===== src/rtl/serial_deserializer_pkg.sv =====
// ============================================================================
// serial_deserializer_pkg : shared types, defaults and counter-width helpers
// Rev 1.0
// ============================================================================
`default_nettype none

package serial_deserializer_pkg;

  localparam int PKT_W_DEF = 8;

  typedef enum logic [1:0] {
    IDLE = 2'd0,
    DATA = 2'd1,
    STOP = 2'd2
  } rx_state_e;

  // Bits needed to count 0..n-1, never narrower than one bit.
  function automatic int cnt_w(input int n);
    return (n <= 2) ? 1 : $clog2(n);
  endfunction

endpackage

`default_nettype wire


===== src/rtl/serial_deserializer_sync_fifo.sv =====
// ============================================================================
// sync_fifo : single-clock FIFO, push and pop may coincide even when full
// Rev 1.0
// ============================================================================
`default_nettype none

module sync_fifo #(
  parameter int WIDTH = 8,
  parameter int DEPTH = 4
) (
  input  logic             clock,
  input  logic             reset,
  input  logic             push,
  input  logic [WIDTH-1:0] data_in,
  input  logic             pop,
  output logic [WIDTH-1:0] data_out,
  output logic             empty,
  output logic             full
);

  localparam int AW = $clog2(DEPTH);

  logic [WIDTH-1:0] mem_q [DEPTH];
  logic [WIDTH-1:0] mem_d [DEPTH];
  logic [AW:0]      wr_q, wr_d;
  logic [AW:0]      rd_q, rd_d;
  logic             do_push;
  logic             do_pop;

  // Pointers carry one extra wrap bit so full and empty are distinguishable.
  assign empty    = (wr_q == rd_q);
  assign full     = (wr_q[AW] != rd_q[AW]) && (wr_q[AW-1:0] == rd_q[AW-1:0]);
  assign data_out = mem_q[rd_q[AW-1:0]];
  assign do_pop   = pop && !empty;
  assign do_push  = push && (!full || do_pop);

  always_comb begin
    mem_d = mem_q;
    wr_d  = wr_q;
    rd_d  = rd_q;
    if (do_push) begin
      mem_d[wr_q[AW-1:0]] = data_in;
      wr_d                = wr_q + (AW+1)'(1);
    end
    if (do_pop) begin
      rd_d = rd_q + (AW+1)'(1);
    end
  end

  always_ff @(posedge clock or negedge reset) begin
    if (!reset) begin
      mem_q <= '{default: '0};
      wr_q  <= '0;
      rd_q  <= '0;
    end else begin
      mem_q <= mem_d;
      wr_q  <= wr_d;
      rd_q  <= rd_d;
    end
  end

endmodule

`default_nettype wire


===== src/rtl/serial_deserializer.sv =====
// ============================================================================
// serial_deserializer : start/stop framed serial receiver feeding a pop FIFO
// Rev 1.0
// ============================================================================
`default_nettype none

module serial_deserializer
  import serial_deserializer_pkg::*;
#(
  parameter int PKT_W        = PKT_W_DEF,
  parameter int CLKS_PER_BIT = 1,
  parameter int FIFO_DEPTH   = 4
) (
  input  logic             clock,
  input  logic             reset,
  input  logic             io_sIn,
  input  logic             io_rdEn,
  output logic             io_dataReady,
  output logic [PKT_W-1:0] io_pOut,
  output logic             io_validOut
);

  localparam int CW = cnt_w(CLKS_PER_BIT);
  localparam int BW = cnt_w(PKT_W);
  localparam logic [CW-1:0] C_MID      = CW'(CLKS_PER_BIT / 2);
  localparam logic [CW-1:0] C_LAST     = CW'(CLKS_PER_BIT - 1);
  localparam logic [BW-1:0] C_BIT_LAST = BW'(PKT_W - 1);

  rx_state_e        state_q, state_d;
  logic             sin_q;
  logic [CW-1:0]    cnt_q, cnt_d;
  logic [BW-1:0]    bit_cnt_q, bit_cnt_d;
  logic             start_q, start_d;
  logic [PKT_W-1:0] shift_q, shift_d;
  logic [PKT_W-1:0] pout_q, pout_d;
  logic             valid_q, valid_d;

  logic             frame_ok;
  logic             fifo_push;
  logic             fifo_pop;
  logic             fifo_empty;
  logic             fifo_full;
  logic [PKT_W-1:0] fifo_dout;

  always_comb begin
    state_d   = state_q;
    cnt_d     = cnt_q;
    bit_cnt_d = bit_cnt_q;
    start_d   = start_q;
    shift_d   = shift_q;
    frame_ok  = 1'b0;
    case (state_q)
      IDLE: begin
        // A falling edge starts a mid-bit countdown; the start bit must still be low there.
        if (start_q || !sin_q) begin
          if (cnt_q == C_MID) begin
            cnt_d   = '0;
            start_d = 1'b0;
            if (!sin_q) begin
              state_d   = DATA;
              bit_cnt_d = '0;
            end
          end else begin
            cnt_d   = cnt_q + CW'(1);
            start_d = 1'b1;
          end
        end
      end
      DATA: begin
        if (cnt_q == C_LAST) begin
          cnt_d   = '0;
          shift_d = {shift_q[PKT_W-2:0], sin_q};
          if (bit_cnt_q == C_BIT_LAST) begin
            bit_cnt_d = '0;
            state_d   = STOP;
          end else begin
            bit_cnt_d = bit_cnt_q + BW'(1);
          end
        end else begin
          cnt_d = cnt_q + CW'(1);
        end
      end
      STOP: begin
        if (cnt_q == C_LAST) begin
          cnt_d    = '0;
          state_d  = IDLE;
          frame_ok = sin_q;
        end else begin
          cnt_d = cnt_q + CW'(1);
        end
      end
      default: begin
        state_d = IDLE;
        cnt_d   = '0;
        start_d = 1'b0;
      end
    endcase
  end

  assign fifo_pop  = io_rdEn && !fifo_empty;
  assign fifo_push = frame_ok && (!fifo_full || fifo_pop);

  always_comb begin
    pout_d  = fifo_pop ? fifo_dout : pout_q;
    valid_d = fifo_pop;
  end

  always_ff @(posedge clock or negedge reset) begin
    if (!reset) begin
      state_q   <= IDLE;
      sin_q     <= 1'b1;
      cnt_q     <= '0;
      bit_cnt_q <= '0;
      start_q   <= 1'b0;
      shift_q   <= '0;
      pout_q    <= '0;
      valid_q   <= 1'b0;
    end else begin
      state_q   <= state_d;
      sin_q     <= io_sIn;
      cnt_q     <= cnt_d;
      bit_cnt_q <= bit_cnt_d;
      start_q   <= start_d;
      shift_q   <= shift_d;
      pout_q    <= pout_d;
      valid_q   <= valid_d;
    end
  end

  sync_fifo #(
    .WIDTH (PKT_W),
    .DEPTH (FIFO_DEPTH)
  ) u_fifo (
    .clock    (clock),
    .reset    (reset),
    .push     (fifo_push),
    .data_in  (shift_q),
    .pop      (fifo_pop),
    .data_out (fifo_dout),
    .empty    (fifo_empty),
    .full     (fifo_full)
  );

  assign io_dataReady = !fifo_empty;
  assign io_pOut      = pout_q;
  assign io_validOut  = valid_q;

endmodule

`default_nettype wire


===== config.mk =====
export PLATFORM = sky130hd
export DESIGN_NAME = serial_deserializer
export DESIGN_NICKNAME = d
export VERILOG_FILES = /design/src/rtl/serial_deserializer_pkg.sv /design/src/rtl/serial_deserializer_sync_fifo.sv /design/src/rtl/serial_deserializer.sv
export SDC_FILE = /design/constraint.sdc
export NUM_CORES = 1
export LEC_CHECK = 0
export BUFFER_PORTS_ARGS = -buffer_cell sky130_fd_sc_hd__buf_2
export CELL_PAD_IN_SITES_DETAIL_PLACEMENT = 0
export CELL_PAD_IN_SITES_GLOBAL_PLACEMENT = 1
export CORE_MARGIN = 2
export CORE_UTILIZATION = 47
export CTS_BUF_LIST = sky130_fd_sc_hd__clkbuf_16
export CTS_CLUSTER_DIAMETER = 100
export DETAILED_ROUTE_END_ITERATION = 7
export MAX_ROUTING_LAYER = met4
export PLACE_DENSITY = 0.78
export SYNTH_ARGS = -nofsm -noshare
export SYNTH_HDL_FRONTEND = slang
export SYNTH_SLANG_ARGS = --single-unit

===== constraint.sdc =====
create_clock -name clock -period 2.4 [get_ports clock]
set_input_delay 0 -clock clock [delete_from_list [all_inputs] [get_ports clock]]
set_output_delay 0 -clock clock [all_outputs]
set_load 0.02 [all_outputs]

; Yosys cells after proc, flatten, opt, wreduce, memory -nomap -nowiden
; Cells that the tools add are included.
[op_classes]
n_addsub = 4
n_mul = 0
shift = 0
reduce_logical = 19
div = 0
magnitude_cmp = 3
mux = 27
bitwise_logic = 4
eq_ne = 12
[op_table]
columns = operator, count
row1 = $bwmux W32, 1
row2 = $mux W8, 3
row3 = $bmux W8 S2, 1
row4 = $demux W8 S2, 1
row5 = $mux W3, 5
row6 = $mux W2, 6
row7 = $ne A2 B2 Y1 const B, 6
row8 = $add A3 B1 Y3 const B, 3
row9 = $ge A3 B3 Y1 const B, 2
row10 = $logic_and A1 B1 Y1, 6
row11 = $mux W1, 6
row12 = $not A2 Y3, 2
row13 = $pmux W2 S3, 1
row14 = $pmux W3 S2, 1
row15 = $reduce_and A6 Y1, 1
row16 = $reduce_and A5 Y1, 1
row17 = $pmux W1 S2, 2
row18 = $reduce_and A2 Y1, 2
row19 = $eq A3 B3 Y1, 1
row20 = $eq A3 B3 Y1 const B, 1
row21 = $logic_not A1 Y1, 3
row22 = $logic_or A1 B1 Y1, 3
row23 = $lt A3 B1 Y1 const B, 1
row24 = $eq A2 B1 Y1 const B, 1
row25 = 8 further kinds, 9
[word_totals]
input_bits = 4
elab_cells = 83
ram_bits = 0
memories = 0
ff_bits = 63
latchBits = 0
romBits = 0

; Longest topological paths before layout
[logic_depth]
word_depth = 6
mapped_depth = 6
ltp_nobuf = 4

; Cells and area by module
; Synthesis repeated with hierarchy kept, for this count alone.
[unflattened]
cells_unflattened = 167
area_unflattened_um2 = 2806.4
[by_module_without_submodules]
columns = mod, cells_each, area_per_inst_um2, seq_area_each_um2, n_inst
row1 = sync_fifo, 111, 1875.5, 950.9, 1
row2 = serial_deserializer, 56, 930.9, 576.8, 1

; Worst setup path after synthesis
; OpenSTA, ideal clock, no wires.
[synth_timing]
kind = flip-flop to flip-flop
start = reg u_fifo.rd_q[1]
end = reg u_fifo.mem_q[24] (netlist bit)
arrival_time_ns = 1.613
path_stages_with_launch = 6
period_less_slack_ns = 1.737
t_required_ns = 2.275
path_slack_ns = 0.663
path_buffers = 1
path_cell_list = dfrtp_1 -> buf_2 -> xnor2_1 -> a41oi_4 -> nand2_2 -> mux2_2
[synth_via]
elab_chain_len = 6
[synth_lines]
columns = item, line
row1 = from (decl), serial_deserializer_sync_fifo.sv:26  ; logic [AW:0] rd_q, rd_d;
row2 = from (signal assigned), serial_deserializer_sync_fifo.sv:58  ; rd_q <= rd_d;
row3 = $eq A3 B3 Y1 or $eq A2 B2 Y1 (tied branches), "serial_deserializer_sync_fifo.sv:31, serial_deserializer_sync_fifo.sv:32"
row4 = $logic_not A1 Y1 or $logic_and A1 B1 Y1 (tied branches), "serial_deserializer_sync_fifo.sv:34, serial_deserializer.sv:100, serial_deserializer_sync_fifo.sv:32"
row5 = $logic_and A1 B1 Y1 or $logic_not A1 Y1 (tied branches), "serial_deserializer.sv:100, serial_deserializer_sync_fifo.sv:35, serial_deserializer.sv:101"
row6 = $logic_or A1 B1 Y1 or $logic_and A1 B1 Y1 (tied branches), "serial_deserializer.sv:101, serial_deserializer_sync_fifo.sv:34"
row7 = $logic_and A1 B1 Y1 or $logic_or A1 B1 Y1 (tied branches), "serial_deserializer.sv:101, serial_deserializer_sync_fifo.sv:35"
row8 = $logic_and A1 B1 Y1 (*), serial_deserializer_sync_fifo.sv:35  ; assign do_push = push && (!full || do_pop);
row9 = to (signal assigned), serial_deserializer_sync_fifo.sv:56  ; mem_q <= mem_d;
row10 = to (decl), serial_deserializer_sync_fifo.sv:23  ; logic [WIDTH-1:0] mem_q [DEPTH];
; Mark *: on every way between the ends. The rest lies on a longest branch, timed or not.
; A chain may end at the register's enable or synchronous reset.

; Worst setup path in the final report
[layout_timing]
start = reg u_fifo.wr_q[0]
end = reg u_fifo.mem_q[29] (netlist bit)
[layout_via]
elab_chain_len = 6
[layout_lines]
columns = item, line
row1 = from (decl), serial_deserializer_sync_fifo.sv:25  ; logic [AW:0] wr_q, wr_d;
row2 = from (signal assigned), serial_deserializer_sync_fifo.sv:57  ; wr_q <= wr_d;
row3 = "$not A2 Y3 (not written as such), or another cell as far along", serial_deserializer_sync_fifo.sv:42  ; mem_d[wr_q[AW-1:0]] = data_in;
row4 = "$ge A3 B3 Y1 (not written as such), or another cell as far along", serial_deserializer_sync_fifo.sv:42
row5 = "$logic_and A1 B1 Y1 (not written as such), or another cell as far along", serial_deserializer_sync_fifo.sv:42
row6 = "$mux W8 (not written as such), or another cell as far along", serial_deserializer_sync_fifo.sv:42
row7 = "$demux W8 S2, or another cell as far along", serial_deserializer_sync_fifo.sv:42
row8 = $bwmux W32 or $logic_and A1 B1 Y1 (tied branches), "serial_deserializer_sync_fifo.sv:42, serial_deserializer_sync_fifo.sv:35"
; Parallel ways exist; a longest one is shown, timed or not.

==> results.json <==
{
  "hold_path_class": "in2reg",
  "busiest_layer": "met2",
  "die_w_um": 78.8,
  "synthDominantCellAreaShare": 0.571,
  "final_hpwl_from_detailed_placement_um": 3190,
  "share_seq_of_total_power": 0.409,
  "portBuffers": 13,
  "drt_first_iter_violations": 28,
  "pwrdens_nw_per_um2": 1120,
  "die_area_um2": 6210,
  "initial_utilization": 0.483,
  "yosysMostFrequentCell": "dfrtp_1",
  "worst-r2r-setup-slack_ns": 0.53,
  "final_cell_count_no_fill": 267,
  "synth_top_cells_by_count": "60 x dfrtp_1, 48 x mux2_2, 8 x mux4_1",
  "swShare": 0.297,
  "post_drt_wl_per_cell_um": 18.1,
  "cts_root_buf": "clkbuf_16",
  "wp_data_arrival_ns": 2.08,
  "depth_of_the_worst_register_to_register_path": 4,
  "worst_slew_pin_slew_ns": 1.03,
  "period_minus_slack_ns": 1.87,
  "use_met1": 0.216,
  "totalNegativeSetupSlack_ns": 0,
  "skew_ns": 0.00386,
  "cts_tree": "yes",
  "grtUsageMet2": 0.298,
  "viasPerCell": 5.36,
  "register_area_um2": 1530,
  "multi_input_comb_area_um2": 1060,
  "synth_enable_flop_cells": 0,
  "final.setup.worst_slack_ns": 0.532,
  "firstDrtPassIters": 4,
  "share_clk_of_total_power": 0.347,
  "dominantRegCellSynth": "dfrtp_1",
  "vdd_ir_drop_max_mv": 0.673,
  "maxSlewViolCount": 0,
  "worstSetupStartpointType": "register",
  "pre_cts_slack_ns": 0.540,
  "post_route_cells_drive_above_1_share": 0.446,
  "grt.met3_usage": 0.0750,
  "clock_insertion_delay_worst_skew_ns": 0.32,
  "period_share": 0.778,
  "grt_max_degree": 48,
  "yosysSeqAreaShare": 0.581,
  "via_count_of_the_first_global_routing_pass": 1564,
  "design_area_um2": 3120,
  "floorplan.rows": 27,
  "design.final.nets": 201,
  "num_cts_buffers": 9,
  "critPathMaxFanout": 8,
  "timing.fmax_mhz": 535,
  "worst_ep_required_time_ns": 2.61,
  "cts.sink_count": 61,
  "setup_viol": 0,
  "post_synth_num_cell_types": 25,
  "power.switching_mw": 1.04,
  "grt_first_pass_wirelength_um": 8090,
  "clock_tree.buffer_depth": 2,
  "global_route_usage_over_all_layers": 0.186,
  "crit-reg2reg-capture": "u_fifo.mem_q[29]",
  "setup_crit_path_kind": "reg2reg",
  "async_set_reset_flop_share_out_of_synthesis": 1.00,
  "gpl.final_weighted_congestion": 0.715,
  "crit_start": "u_fifo.wr_q[0]",
  "antenna_left": 0,
  "outcome": "finished clean",
  "dieHeight_um": 78.8,
  "end_kind": "register",
  "synth_seq_cells": 61,
  "worstReg2RegStart": "u_fifo.wr_q[0]",
  "syn-cell-area_um2": 2630,
  "n_fill_cell": 426,
  "post-route-drc-count": 0,
  "ios": 14,
  "leakage_nw": 1.60,
  "placeableCoreArea_um2": 5440,
  "antenna_cells": 0,
  "share_comb_of_total_power": 0.244,
  "synthCells": 160,
  "synth_top_area_cell": "dfrtp_1",
  "area_contributors_post_synth": "dfrtp_1 57%, mux2_2 21%, mux4_1 8.0%",
  "placed_cells": 249,
  "clock_pin_transition_on_the_worst_setup_and_hold_timing_paths_ns": 0.05,
  "global_route.overflow_total": 0,
  "grt_setup_unrepaired": "no",
  "power_internal_mw": 2.47,
  "mean_post_synth_cell_area_um2": 16.4,
  "worst_slew_margin_rel": 0.316,
  "ys_warn_count": 0,
  "syn-num-nets": 171,
  "routed_wirelength_um": 4830,
  "final-hold-violation-count": 0,
  "clock_tree.htree_level_count": 3,
  "crit_path_end": "u_fifo.mem_q[29]",
  "cap_violations": 0,
  "placed_cell_area_um2": 2820,
  "number_of_antenna_violations_at_the_first_check_in_global_routing": 0,
  "dr_total_vias": 1430,
  "area_growth_syn_to_layout_pct": 18.8
}
-- state kept, by name (all words and copies together), names as in the netlist --
name / count
u_fifo.mem_q: 32
io_pOut: 8
shift_q: 8
bit_cnt_q: 3
u_fifo.rd_q: 3
u_fifo.wr_q: 3
state_q: 2
io_validOut: 1
sin_q: 1
-- critical path, cell delays in order, from the launching register on --
cell     delay (ns)
dfrtp_1        0.43
xnor2_1        0.37
a41oi_4        0.27
nand2_2        0.31
mux2_2         0.38
-- placed cells by master, fill, tap and decap left out, types with 3 or more instances in the layout --
| master | n |
|---|---|
| nand2_2 | 3 |
| inv_1 | 5 |
| dfrtp_1 | 60 |
| mux4_1 | 8 |
| a22o_1 | 3 |
| buf_2 | 13 |
| clkbuf_16 | 9 |
| clkinv_1 | 3 |
| ha_1 | 7 |
| mux2_2 | 48 |
| xnor2_1 | 6 |
| buf_4 | 8 |
-- logic make-up after synthesis --
| logic type | after synthesis | share of synthesized area |
|---|---|---|
| DFF | 61 | 0.581 |
| AOI/OAI and AO/OA | 8 | 0.0295 |
| xor gates and xnor gates | 8 | 0.0267 |
| muxes | 57 | 0.290 |
| buffers and inverters | 8 | 0.0152 |
| and+or+nand+nor | 11 | 0.0243 |
| adders and majority gates | 7 | 0.0333 |
-- worst min path at each step --
stage,slack (ns),start,endpoint,cells past startpoint
floorplan,-0.30,reset,bit_cnt_q[0],0
global placement,0.11,io_sIn,sin_q,1
detailed placement,0.11,io_sIn,sin_q,1
CTS,0.21,io_rdEn,io_validOut,4
global route,0.21,io_rdEn,io_validOut,4
finish,0.21,io_rdEn,io_validOut,4
-- per-stage QoR --
step / util / power, mW / hold slack (ns)
finish: 0.574 / 3.51 / 0.207
global route: 0.574 / 3.71 / 0.207
CTS: 0.574 / 3.56 / 0.207
detailed placement: 0.518 / 2.32 / 0.110
global placement: 0.518 / 2.25 / 0.107
floorplan: - / 2.02 / -0.296
-- timing repair --
item | in CTS | in global routing
endpoints found under the hold margin | 45 | 0
hold buffers | 2 | 0
gates resized for setup | 0 | 0
buffers inserted | 0 | 0
-- layer usage --
layer / wire length [um] / up-vias
met5: 0 / -
met4: 74 / 0
met3: 173 / 8
met2: 2510 / 18
met1: 2070 / 757
li1: - / 647
-- power groups by stage --
stage	combinational [mW]	sequential (mW)	clock, mW
after floorplan	0.604	1.42	0
after global placement	0.815	1.43	0
after detailed placement	0.863	1.45	0
after CTS	0.878	1.44	1.24
after global routing	0.932	1.48	1.30
final	0.855	1.44	1.22
-- layout make-up --
| class | count | share of cell area |
|---|---|---|
| inverters | 4 | 0.00481 |
| multi-input cells | 91 | 0.340 |
| clock inverters | 7 | 0.0184 |
| well taps | 72 | 0.0289 |
| repair buffers | 23 | 0.0465 |
| flip-flops and latches | 61 | 0.489 |
| clock buffers | 9 | 0.0721 |
Power figures use the tool's default switching activity.
